<file path="config.mk">
export PLATFORM = sky130hd
export DESIGN_NAME = spi_reg_master_flat
export DESIGN_NICKNAME = d
export VERILOG_FILES = /design/src/rtl/spi_reg_master_pkg.sv /design/src/rtl/spi_reg_if.sv /design/src/rtl/spi_reg_master_tick.sv /design/src/rtl/spi_reg_master.sv /design/src/flat_wrapper.sv
export SDC_FILE = /design/constraint.sdc
export NUM_CORES = 1
export LEC_CHECK = 0
export ABC_AREA = 1
export BUFFER_PORTS_ARGS = -buffer_cell sky130_fd_sc_hd__buf_2
export CORE_MARGIN = 2
export CORE_UTILIZATION = 29
export DETAILED_ROUTE_END_ITERATION = 8
export PLACE_DENSITY = 0.54
export SLEW_MARGIN = 0
export SYNTH_ARGS = -nofsm -noshare
export SYNTH_HDL_FRONTEND = slang
export SYNTH_SLANG_ARGS = --single-unit
</file>
<file path="constraint.sdc">
create_clock -name clk -period 1.85 [get_ports clk]
set_input_delay 0.2775 -clock clk [delete_from_list [all_inputs] [get_ports clk]]
set_output_delay 0.2775 -clock clk [all_outputs]
set_load 0.01 [all_outputs]
</file>
<file path="src/rtl/spi_reg_master_pkg.sv">
// Shared types and constants for the SPI register master
// and the register map of the slave it talks to.
package spi_reg_master_pkg;

  typedef enum logic [2:0] {
    IDLE,
    LEAD,
    SHIFT_HI,
    SHIFT_LO,
    TRAIL
  } state_t;

  localparam int RW_BIT = 7;

  localparam logic [6:0] REG_VERSION = 7'h00;
  localparam logic [6:0] REG_STATUS  = 7'h01;
  localparam logic [6:0] REG_SCRATCH = 7'h0d;

  function automatic logic [15:0] frame(
    input logic       wr,
    input logic [6:0] rn,
    input logic [7:0] wd
  );
    logic [7:0] cmd;
    cmd = {1'b0, rn};
    cmd[RW_BIT] = wr;
    return {cmd, wr ? wd : 8'h00};
  endfunction

endpackage

</file>
<file path="src/rtl/spi_reg_if.sv">
// Host request/response and SPI pin bundle
// for the SPI register master.
interface spi_reg_if;
  import spi_reg_master_pkg::*;

  logic       start;
  logic       write;
  logic [6:0] regnum;
  logic [7:0] wdata;
  logic       busy;
  logic       done;
  logic [7:0] rdata;
  logic       ss;
  logic       sclk;
  logic       mosi;
  logic       miso;

  modport master (
    input  start, write, regnum, wdata, miso,
    output busy, done, rdata, ss, sclk, mosi
  );

  modport slave (
    output start, write, regnum, wdata, miso,
    input  busy, done, rdata, ss, sclk, mosi
  );

endinterface

</file>
<file path="src/rtl/spi_reg_master_tick.sv">
// SCLK half-period tick: pulses on the last clk
// of every CLK_DIV-cycle window while enabled.
module spi_tick #(
  parameter int unsigned CLK_DIV = 4
) (
  input  logic clk,
  input  logic rst,
  input  logic en,
  output logic tick
);

  localparam logic [7:0] LAST = 8'(CLK_DIV - 1);

  logic [7:0] cnt;

  always_ff @(posedge clk) begin
    if (rst || !en) begin
      cnt <= 8'd0;
    end else if (cnt == LAST) begin
      cnt <= 8'd0;
    end else begin
      cnt <= cnt + 8'd1;
    end
  end

  assign tick = en && (cnt == LAST);

endmodule

</file>
<file path="src/rtl/spi_reg_master.sv">
// SPI mode-0 master issuing 16-bit register
// read/write frames: command byte then data byte.
module spi_reg_master
  import spi_reg_master_pkg::*;
#(
  parameter int unsigned CLK_DIV = 4
) (
  input logic        clk,
  input logic        rst,
  spi_reg_if.master  bus
);

  state_t      state;
  state_t      nxt;
  logic        tick;
  logic        en;
  logic        accept;
  logic        sclk_c;
  logic        ss_c;
  logic        done_c;
  logic [15:0] tx;
  logic [3:0]  bit_cnt;
  logic        mosi_q;
  logic [7:0]  rx;
  logic [7:0]  rdata_q;
  logic [1:0]  sync;

  assign accept = bus.start
    && (state == IDLE || state == TRAIL);

  spi_tick #(.CLK_DIV(CLK_DIV)) u_tick (
    .clk  (clk),
    .rst  (rst),
    .en   (en),
    .tick (tick)
  );

  always_ff @(posedge clk) begin
    if (rst) begin
      state <= IDLE;
    end else begin
      state <= nxt;
    end
  end

  always_comb begin
    nxt    = state;
    en     = 1'b0;
    sclk_c = 1'b0;
    ss_c   = 1'b1;
    done_c = 1'b0;
    unique case (state)
      IDLE: begin
        if (bus.start) nxt = LEAD;
      end
      LEAD: begin
        en   = 1'b1;
        ss_c = 1'b0;
        if (tick) nxt = SHIFT_HI;
      end
      SHIFT_HI: begin
        en     = 1'b1;
        ss_c   = 1'b0;
        sclk_c = 1'b1;
        if (tick) nxt = SHIFT_LO;
      end
      SHIFT_LO: begin
        en   = 1'b1;
        ss_c = 1'b0;
        if (tick) begin
          nxt = (bit_cnt == 4'd0) ? TRAIL : SHIFT_HI;
        end
      end
      TRAIL: begin
        done_c = 1'b1;
        nxt    = bus.start ? LEAD : IDLE;
      end
      default: nxt = IDLE;
    endcase
  end

  // miso is asynchronous to clk
  always_ff @(posedge clk) begin
    if (rst) begin
      sync <= 2'b00;
    end else begin
      sync <= {sync[0], bus.miso};
    end
  end

  always_ff @(posedge clk) begin
    if (rst) begin
      tx      <= 16'h0000;
      bit_cnt <= 4'd0;
      mosi_q  <= 1'b0;
      rx      <= 8'h00;
      rdata_q <= 8'h00;
    end else begin
      if (accept) begin
        tx      <= frame(bus.write, bus.regnum, bus.wdata);
        bit_cnt <= 4'd15;
        mosi_q  <= bus.write;
      end
      // sample at the end of sclk high, shift out on the fall
      if (state == SHIFT_HI && tick) begin
        rx <= {rx[6:0], sync[1]};
        if (bit_cnt != 4'd0) begin
          mosi_q <= tx[bit_cnt - 4'd1];
        end
      end
      if (state == SHIFT_LO && tick) begin
        if (bit_cnt == 4'd0) begin
          rdata_q <= rx;
        end else begin
          bit_cnt <= bit_cnt - 4'd1;
        end
      end
    end
  end

  assign bus.busy  = en;
  assign bus.done  = done_c;
  assign bus.ss    = ss_c;
  assign bus.sclk  = sclk_c;
  assign bus.mosi  = mosi_q;
  assign bus.rdata = rdata_q;

endmodule

</file>
<file path="src/flat_wrapper.sv">
// flat-port wrapper written by rule: the top's interface ports become plain ports
module spi_reg_master_flat import spi_reg_master_pkg::*;
#(
  parameter int unsigned CLK_DIV = 4
)
  (clk, rst, bus_start, bus_write, bus_regnum, bus_wdata, bus_miso, bus_busy, bus_done, bus_rdata, bus_ss, bus_sclk, bus_mosi);
  spi_reg_if bus_i ();
  input logic clk;
  input logic rst;
  input wire logic [$bits(bus_i.start)-1:0] bus_start;
  input wire logic [$bits(bus_i.write)-1:0] bus_write;
  input wire logic [$bits(bus_i.regnum)-1:0] bus_regnum;
  input wire logic [$bits(bus_i.wdata)-1:0] bus_wdata;
  input wire logic [$bits(bus_i.miso)-1:0] bus_miso;
  output wire logic [$bits(bus_i.busy)-1:0] bus_busy;
  output wire logic [$bits(bus_i.done)-1:0] bus_done;
  output wire logic [$bits(bus_i.rdata)-1:0] bus_rdata;
  output wire logic [$bits(bus_i.ss)-1:0] bus_ss;
  output wire logic [$bits(bus_i.sclk)-1:0] bus_sclk;
  output wire logic [$bits(bus_i.mosi)-1:0] bus_mosi;
  assign bus_i.start = bus_start;
  assign bus_i.write = bus_write;
  assign bus_i.regnum = bus_regnum;
  assign bus_i.wdata = bus_wdata;
  assign bus_i.miso = bus_miso;
  assign bus_busy = bus_i.busy;
  assign bus_done = bus_i.done;
  assign bus_rdata = bus_i.rdata;
  assign bus_ss = bus_i.ss;
  assign bus_sclk = bus_i.sclk;
  assign bus_mosi = bus_i.mosi;
  spi_reg_master #(.CLK_DIV(CLK_DIV)) u_core (.clk(clk), .rst(rst), .bus(bus_i));
endmodule
</file>
* Word-level counts from Yosys, hierarchy flattened
Cells that the tools add are included.
** Storage, ports and cells
- Flip-flop bits (word level) :: 50
- Bits of input ports :: 20
- Word-level logic and storage cells :: 54
- Output and inout bits :: 13
** Cells by class
- Mux-type cells :: 20
- Order comparisons :: 1
- $add $sub $neg :: 2
- Reductions and logical operators :: 14
- Eq/ne operators :: 9
** Operators with widths (count)
- $mux W3 :: 5
- $pmux W3 S5 :: 1
- $mux W4 :: 3
- $mux W1 :: 9
- $add A8 B1 Y8 const B :: 1
- $eq A8 B2 Y1 const B :: 1
- $mux W8 :: 1
- $eq A3 B2 Y1 const B :: 2
- $ne A2 B1 Y1 const B :: 3
- $lt A4 B5 Y1 const B :: 1
- $bmux W1 S4 :: 1
- $logic_and A1 B1 Y1 :: 4
- $logic_not A4 Y1 :: 1
- $reduce_and A4 Y1 :: 1
- $reduce_bool A4 Y1 :: 1
- $sub A4 B1 Y4 const B :: 1
- $eq A3 B1 Y1 const B :: 1
- $eq A3 B3 Y1 const B :: 1
- $logic_not A3 Y1 :: 1
- $reduce_or A3 Y1 :: 1
- $logic_or A1 B1 Y1 :: 2
- $ne A2 B2 Y1 const B :: 1
- $reduce_and A2 Y1 :: 1
- $reduce_or A2 Y1 :: 1
- $logic_not A1 Y1 :: 1

* Depth between registers and ports, before layout
Gate-level depths: netlist of run 1.
- Word-level depth :: 6
- Depth in mapped cells :: 11
- Depth with buffers taken out :: 11

* Modules after synthesis
From an unflattened synthesis of run 1, not the netlist that was laid out.
** Second synthesis, totals
- Cell total of the unflattened synthesis :: 312
- Area, all modules :: 2228.4 sq um
** Modules (own cells, without submodules)
- spi_reg_master :: area an instance 1804.2 sq um, cells an instance 251, seq. area each 840.8 sq um, instances 1
- spi_tick :: area an instance 424.2 sq um, cells an instance 61, seq. area each 160.2 sq um, instances 1

* Worst setup path after synthesis of run 1
No wires, ideal clock.
- Kind :: register to register
- From :: register u_core.bit_cnt[0]
- To :: register u_core.mosi_q (netlist: u_core.bus.mosi)
- Buffers on the path :: 0
- Period minus slack after synthesis :: 1.457 ns
- Setup slack :: 0.393 ns
- Library setup time :: 0.109 ns
- Required time :: 1.741 ns
- Arrival :: 1.348 ns
- Cell stages (with the launch flop) :: 11
- Path through :: dfxtp_1 > clkinv_1 > ha_1 > inv_1 > nor2_1 > o21ai_0 > nand3_1 > nand3_1 > nand3_1 > nand2_1 > inv_1
** On the way
- Cells in the longest elaborated chain, start to end :: 5
- Elaborated cells on any way between the ends :: 6
- Those cells by class :: add/sub (1); mux (4); reduce/logical (1)
** Ends and longest elaborated chain
- start, declared :: RTL line spi_reg_master.sv:22 : logic [3:0] bit_cnt;
- start signal, assigned :: RTL line spi_reg_master.sv:115 : bit_cnt <= bit_cnt - 4'd1;
- $sub A4 B1 Y4 :: RTL line spi_reg_master.sv:108 : mosi_q <= tx[bit_cnt - 4'd1];
- $bmux W1 S4 :: RTL line spi_reg_master.sv:108
- $mux W1 (not written as such) :: RTL line spi_reg_master.sv:108
- $mux W1 (*) :: RTL line spi_reg_master.sv:107 : if (bit_cnt != 4'd0) begin
- $mux W1 (*) :: RTL line spi_reg_master.sv:105 : if (state == SHIFT_HI && tick) begin
- end signal, assigned :: RTL line spi_reg_master.sv:102 : mosi_q <= bus.write;
- end signal, assigned :: RTL line spi_reg_master.sv:108
- end, declared :: RTL line spi_reg_master.sv:23 : logic mosi_q;
Mark *: on every way between the ends. The rest lies on a longest branch, timed or not. The select of a mux whose other input is x is not followed.
A chain may end at the register's enable or synchronous reset.

* Worst setup path in the final report of run 1
- From :: register u_core.u_tick.cnt[0]
- To :: register u_core.rdata_q[0] (netlist: u_core.bus.rdata[0])
** On the way
- Cells in the longest elaborated chain, start to end :: 4
** Ends and longest elaborated chain
- start, declared :: RTL line spi_reg_master_tick.sv:14 : logic [7:0] cnt;
- start signal, assigned :: RTL line spi_reg_master_tick.sv:22 : cnt <= cnt + 8'd1;
- $eq A8 B2 Y1 :: RTL line spi_reg_master_tick.sv:26 : assign tick = en && (cnt == LAST);
- $logic_and A1 B1 Y1 :: RTL line spi_reg_master_tick.sv:26
- $logic_and A1 B1 Y1 :: RTL line spi_reg_master.sv:111 : if (state == SHIFT_LO && tick) begin
- $reduce_and A2 Y1 (no line)
- end signal, assigned :: RTL line spi_reg_master.sv:113 : rdata_q <= rx;
- end, declared :: RTL line spi_reg_master.sv:25 : logic [7:0] rdata_q;
Every way passes these cells.

==> impl_metrics.tcl, run 1 <==
set metrics [dict create \
    vias_per_cell 4.40 \
    grt_first_pass_wirelength_mm 7.90 \
    place_inst 427 \
    grt_max_degree 27 \
    clk-insertion-delay-late_ps 300 \
    htree_levels 2 \
    cp_slowest_cell "dfxtp_1" \
    ios 33 \
    power_density_mw_per_mm2 1130 \
    grt-ovfl-total 0 \
    routed_wl_mm 4.60 \
    syn_nets 323 \
    cap_violations 0 \
    die_w_um 90.3 \
    clock.fmax_mhz 624 \
    drc_errors 0 \
    reg2reg_depth 8 \
    slew_viol_final 0 \
    cts_tree "yes" \
    drtIter0Drc 60 \
    final_cells 435 \
    whs_ps 175 \
    cp-start-kind "flop" \
    coreArea_mm2 0.00721 \
    layout-drive-gt1-share 0.158 \
    syn_area_per_cell_um2 7.17 \
    ys_seq_area_frac 0.463 \
    preCtsSetupSlack_ps 230 \
    num_vias 1914 \
    first_global_vias 1728 \
    power_mw 2.86 \
    syn-instance-count 301 \
    setup_tns_ps 0 \
    grt.total_usage 0.117 \
    max-vdd-ir-drop_mv 0.292 \
    power.leakage_nw 1.20 \
    post_cts_buffers 0 \
    max_slew_margin 0.776 \
    finalCriticalPeriod_ps 1600 \
    ys_warn_count 0 \
    ys_ff_latch 50 \
    cts_buffer_depth 2 \
    finalHoldViolCount 0 \
    cts_made_buffers 5 \
    start_util 0.299 \
    worstSetupStartpoint "u_core.u_tick.cnt[0]" \
    ys_types 29 \
    dpl_cell_area_mm2 0.00243 \
    crit_top_cell "nor2_1" \
    antenna_found_initial 0 \
    cp_max_fo 9 \
    cts.clk_slew.worst_paths_ps 90 \
    cp-end-kind "flop" \
    dp_hpwl_mm 3.39 \
    avgRoutedWirePerCell_um 10.6 \
    cts_root_buf "clkbuf_8" \
    path_class "reg2reg" \
    skew_ps 2.93 \
    drtPass1Iterations 4 \
    hold_class "in2reg" \
    finalSetupViolations 0 \
    die_area_mm2 0.00815 \
    cp_cell_sequence "ha_1, nand2_1, nor2_1, nand2_2, nor2_4, inv_1, nor2_1, nor2_1" \
    r2r_end "u_core.bus.rdata[0]" \
    crit_buf_inv 1 \
    cp_data_arrival_time_ps 1800 \
    cts_hold_buf 0 \
    cp_num_cells 8 \
    slowest_delay_ps 360 \
    r2r_slack_ps 250 \
    cpLargestDelayFamily "simple AND/OR/NAND/NOR gates" \
    gp_congestion 0.811 \
    die_h_um 90.3 \
    fin_ws_ps 249 \
    status "completed" \
    drt.antenna.violating_nets 0 \
    cp_data_required_time_ps 2050 \
    tightestPinTransition_ps 333 \
    diodes 0 \
    synthesis.area_mm2 0.00216 \
    crit_end "u_core.bus.rdata[0]" \
    final_core_util 0.350 \
    fin_area_mm2 0.00252 \
    r2r-start "u_core.u_tick.cnt[0]" \
    port_buffers 32 \
    cts_sinks 50 \
    fin_nets 357 \
    rows 31 \
    period_share 0.866 \
    rsz0062_at_grt "false" \
    syn_to_final_growth_pct 16.9 \
]
[tightest hold or removal path, cell delays in order]
cell and delay, ps:
buf_2 70, inv_1 30, nor2_1 60
[area by class of cell]
cell class	count	area, um^2
Clock inverter	1	5.00
Clock buffer	7	86.3
Timing Repair Buffer	36	190
Inverter	39	146
Sequential cell	50	1000
Multi-Input combinational cell	203	971
Tap cell	99	124
Fill cell	818	4690
[routing by layer]
metal | global-route usage | vias to the layer above | wire (um)
li1 | - | 1033 | -
met1 | 0.161 | 846 | 2300
met2 | 0.182 | 30 | 2060
met3 | 0.0259 | 5 | 161
met4 | 0.0385 | 0 | 70
met5 | 0 | - | 0
[cells in the mapped netlist]
| cell type | instances | area (um^2) |
|---|---|---|
| nand3_2 | 1 | 10.0 |
| nor2_8 | 1 | 20.0 |
| buf_2 | 3 | 15.0 |
| clkbuf_1 | 4 | 15.0 |
| o21ai_0 | 33 | 165 |
| buf_4 | 1 | 7.51 |
| xor2_1 | 2 | 17.5 |
| o21ai_1 | 1 | 5.00 |
| nand2_1 | 43 | 161 |
| or2_2 | 1 | 6.26 |
| inv_2 | 3 | 11.3 |
| o21a_1 | 1 | 7.51 |
| clkinv_1 | 1 | 3.75 |
| dfxtp_1 | 50 | 1000 |
| nor2_2 | 1 | 6.26 |
| buf_1 | 1 | 3.75 |
| nor3_4 | 1 | 16.3 |
| nand2_2 | 1 | 6.26 |
| nor2_1 | 56 | 210 |
| nor2_4 | 1 | 11.3 |
| nor3_1 | 3 | 15.0 |
| nor3b_1 | 1 | 7.51 |
| a21oi_1 | 26 | 130 |
| xnor2_1 | 1 | 8.76 |
| nand3_1 | 23 | 115 |
| ha_1 | 2 | 25.0 |
| inv_1 | 35 | 131 |
| nand4_1 | 3 | 18.8 |
| o211ai_1 | 1 | 7.51 |
[cell usage in the layout, fill, tap and decap left out, drive strengths merged, types with 2 or more instances in the layout]
cell / synthesis / routed
dfxtp: 50 / 50
nand2: 44 / 44
buf: 5 / 36
clkbuf: 4 / 7
nor2: 59 / 59
inv: 38 / 38
clkinv: 1 / 2
xor2: 2 / 2
o21ai: 34 / 34
a21oi: 26 / 26
ha: 2 / 2
nand4: 3 / 3
nor3: 4 / 4
nand3: 24 / 24
[kinds of logic after synthesis]
| family | after synthesis | synth area share |
|---|---|---|
| buffers and inverters | 48 | 0.0869 |
| AO/OA/AOI/OAI | 62 | 0.146 |
| AND/OR/NAND/NOR | 136 | 0.280 |
| flip-flops | 50 | 0.463 |
| XOR/XNOR | 3 | 0.0122 |
| adder cells (fa/ha/maj) | 2 | 0.0116 |
[flip-flops by register name, indices dropped and copies added, names as in the netlist]
register / count
u_core.tx: 16
u_core.bit_cnt: 4
u_core.state: 3
u_core.u_tick.cnt: 8
u_core.rx: 8
u_core.sync: 2
u_core.bus.mosi: 1
u_core.bus.rdata: 8
[report_power, final]
group,total [mW],switching (mW),internal (mW)
Combinational,0.917,0.586,0.331
Sequential,1.29,0.0814,1.21
Clock,0.657,0.355,0.302
Total,2.86,1.02,1.84
[worst min path at each step]
stage                    from             end  slack [ps]  depth (start not counted)
6_report             bus_miso  u_core.sync[0]         170                          3
5_1_grt              bus_miso  u_core.sync[0]         180                          3
4_1_cts              bus_miso  u_core.sync[0]         170                          3
3_5_place_dp   u_core.sync[0]  u_core.sync[1]         400                          2
3_3_place_gp   u_core.sync[0]  u_core.sync[1]         390                          2
2_1_floorplan             rst   u_core.tx[15]         350                          1
[timing repair]
| action | in CTS | in global routing |
|---|---|---|
| setup endpoints to repair | 0 | 1 |
| gates resized for setup | 0 | 0 |
| hold endpoints to repair | 0 | 0 |
No activity file was read; power rests on OpenSTA's default activity.
==> inputs of run 2 (changes only) <==
SETUP_SLACK_MARGIN = 0.3   (was not set)
clock period = 1.75 ns   (was 1.85 ns; I/O delays follow)
==> impl_metrics.tcl, run 2 (synthesized netlist as in run 1, its figures left out) <==
set metrics [dict create \
    die_area_mm2 0.00815 \
    power_mw 3.19 \
    cp_max_fo 8 \
    finalSetupViolations 0 \
    finalCriticalPeriod_ps 1390 \
    grt.total_usage 0.112 \
    first_global_vias 1726 \
    finalHoldViolCount 0 \
    dpl_cell_area_mm2 0.00246 \
    drtIter0Drc 89 \
    largest_register_ffs 16 \
    drc_errors 0 \
    internal_power_mw 2.05 \
    seqCellArea_mm2 0.00101 \
    power_switching_mw 1.14 \
    htree_levels 2 \
    die_w_um 90.3 \
    cp-start-kind "flop" \
    drtPass1Iterations 4 \
    swShare 0.358 \
    power.leakage_nw 1.23 \
    rows 31 \
    num_vias 1921 \
    worstSetupStartpoint "u_core.u_tick.cnt[0]" \
    cp_slowest_cell "dfxtp_4" \
    cts.clk_slew.worst_paths_ps 90 \
    avgRoutedWirePerCell_um 10.4 \
    max-vdd-ir-drop_mv 0.404 \
    cp_cell_sequence "ha_4, nand2_4, nor2_4, nand2_4, nor2_8, clkinvlp_4, nor2_1, nor2_1" \
    cts_buffer_depth 2 \
    cts_sinks 50 \
    drt.antenna.violating_nets 0 \
    cts_hold_buf 0 \
    final_common_cell "nor2_1" \
    clockPowerShare 0.212 \
    final_cell_mix "nor2_1, dfxtp_1, nand2_1" \
    max_slew_margin 0.739 \
    hold_class "in2reg" \
    cap_violations 0 \
    fin_nets 363 \
    syn_to_final_growth_pct 24.0 \
    coreArea_mm2 0.00721 \
    cpLargestDelayFamily "simple AND/OR/NAND/NOR gates" \
    path_class "reg2reg" \
    routed_wl_mm 4.59 \
    layout-drive-gt1-share 0.246 \
    slew_viol_final 0 \
    grt_first_pass_wirelength_mm 7.65 \
    start_util 0.299 \
    grt-ovfl-total 0 \
    cp_data_arrival_time_ps 1580 \
    p_comb_frac 0.350 \
    multiInputGateArea_mm2 0.00106 \
    slowest_delay_ps 370 \
    top_register "u_core.tx" \
    grt_max_degree 21 \
    dp_hpwl_mm 3.30 \
    num-fill-cells 794 \
    cp-end-kind "flop" \
    diodes 0 \
    gp_congestion 0.810 \
    vias_per_cell 4.36 \
    cp_data_required_time_ps 1940 \
    die_h_um 90.3 \
    setup_tns_ps 0 \
    port_buffers 32 \
    clock.fmax_mhz 721 \
    r2r-start "u_core.u_tick.cnt[0]" \
    cts_made_buffers 5 \
    status "completed" \
    skew_ps 7.98 \
    tightestPinTransition_ps 391 \
    cts_tree "yes" \
    antenna_found_initial 0 \
    power_density_mw_per_mm2 1190 \
    p_seq_frac 0.438 \
    min-delay-start "bus_miso" \
    rsz0062_at_grt "true" \
    crit_buf_inv 1 \
    period_share 0.792 \
    cts_root_buf "clkbuf_8" \
    clk-insertion-delay-late_ps 300 \
    fin_area_mm2 0.00268 \
    ios 33 \
]
==> run 2: changes by cell type in the layout (fill, tap and decap cells not counted), moves of 3 or more <==
cell | before | now
dfxtp_1 | 50 | 44
o21ai_0 | 33 | 30
dfxtp_2 | 0 | 5
inv_2 | 3 | 6
nor2_1 | 56 | 49
buf_4 | 4 | 9
nor2_2 | 1 | 5
inv_1 | 35 | 31
nor2_4 | 1 | 4
==> run 2: worst register-to-register path: cells and delay by family, from the launching register on <==
kind,cells,cell delay (ps)
buf+inv,1,180
flops,1,370
simple gates,6,600
fa+ha+maj,1,150
==> run 2: power by group through the flow <==
stage / logic (mW) / registers (mW) / clock network [mW]
floorplan: 0.777 / 1.37 / 0
global placement: 1.03 / 1.39 / 0
detailed placement: 1.03 / 1.39 / 0
CTS: 1.04 / 1.38 / 0.710
global route: 1.28 / 1.42 / 0.748
finish: 1.12 / 1.40 / 0.676
==> run 2: final cells by class <==
class                      count  area share
multi-input combinational    203       0.395
sequential                    50       0.377
timing repair buffer          42      0.0892
inverter                      39      0.0579
tap                           99      0.0462
clock buffer                   7      0.0322
clock inverter                 1     0.00187
==> run 2: through the flow <==
step	utilization	setup WS [ps]	hold slack [ps]	std cells
4_1_cts	0.360	298	146	439
3_5_place_dp	0.341	219	403	429
2_1_floorplan	-	339	332	301
3_3_place_gp	0.341	264	400	429
5_1_grt	0.371	256	150	441
6_report	0.371	364	153	441
==> run 2: per-layer routing <==
| layer | routed length, um | GRT usage |
|---|---|---|
| met1 | 2250 | 0.148 |
| met4 | 74 | 0.0423 |
| met3 | 125 | 0.0267 |
| met2 | 2140 | 0.177 |
| met5 | 0 | 0 |
==> run 2: final timing paths <==
kind / endpoint / slack, ps / depth (start not counted)
min: u_core.sync[0] / 150 / 3
max: u_core.rx[3] / 360 / 8
max reg2reg: u_core.rx[3] / 360 / 8
min reg2reg: u_core.sync[1] / 420 / 2
==> run 2: repair_timing <==
action,4_1_cts,5_1_grt
pin swaps,4,13
endpoints found under the setup margin,33,40
gates resized for setup,10,27
gates cloned,0,0
setup buffers,2,2
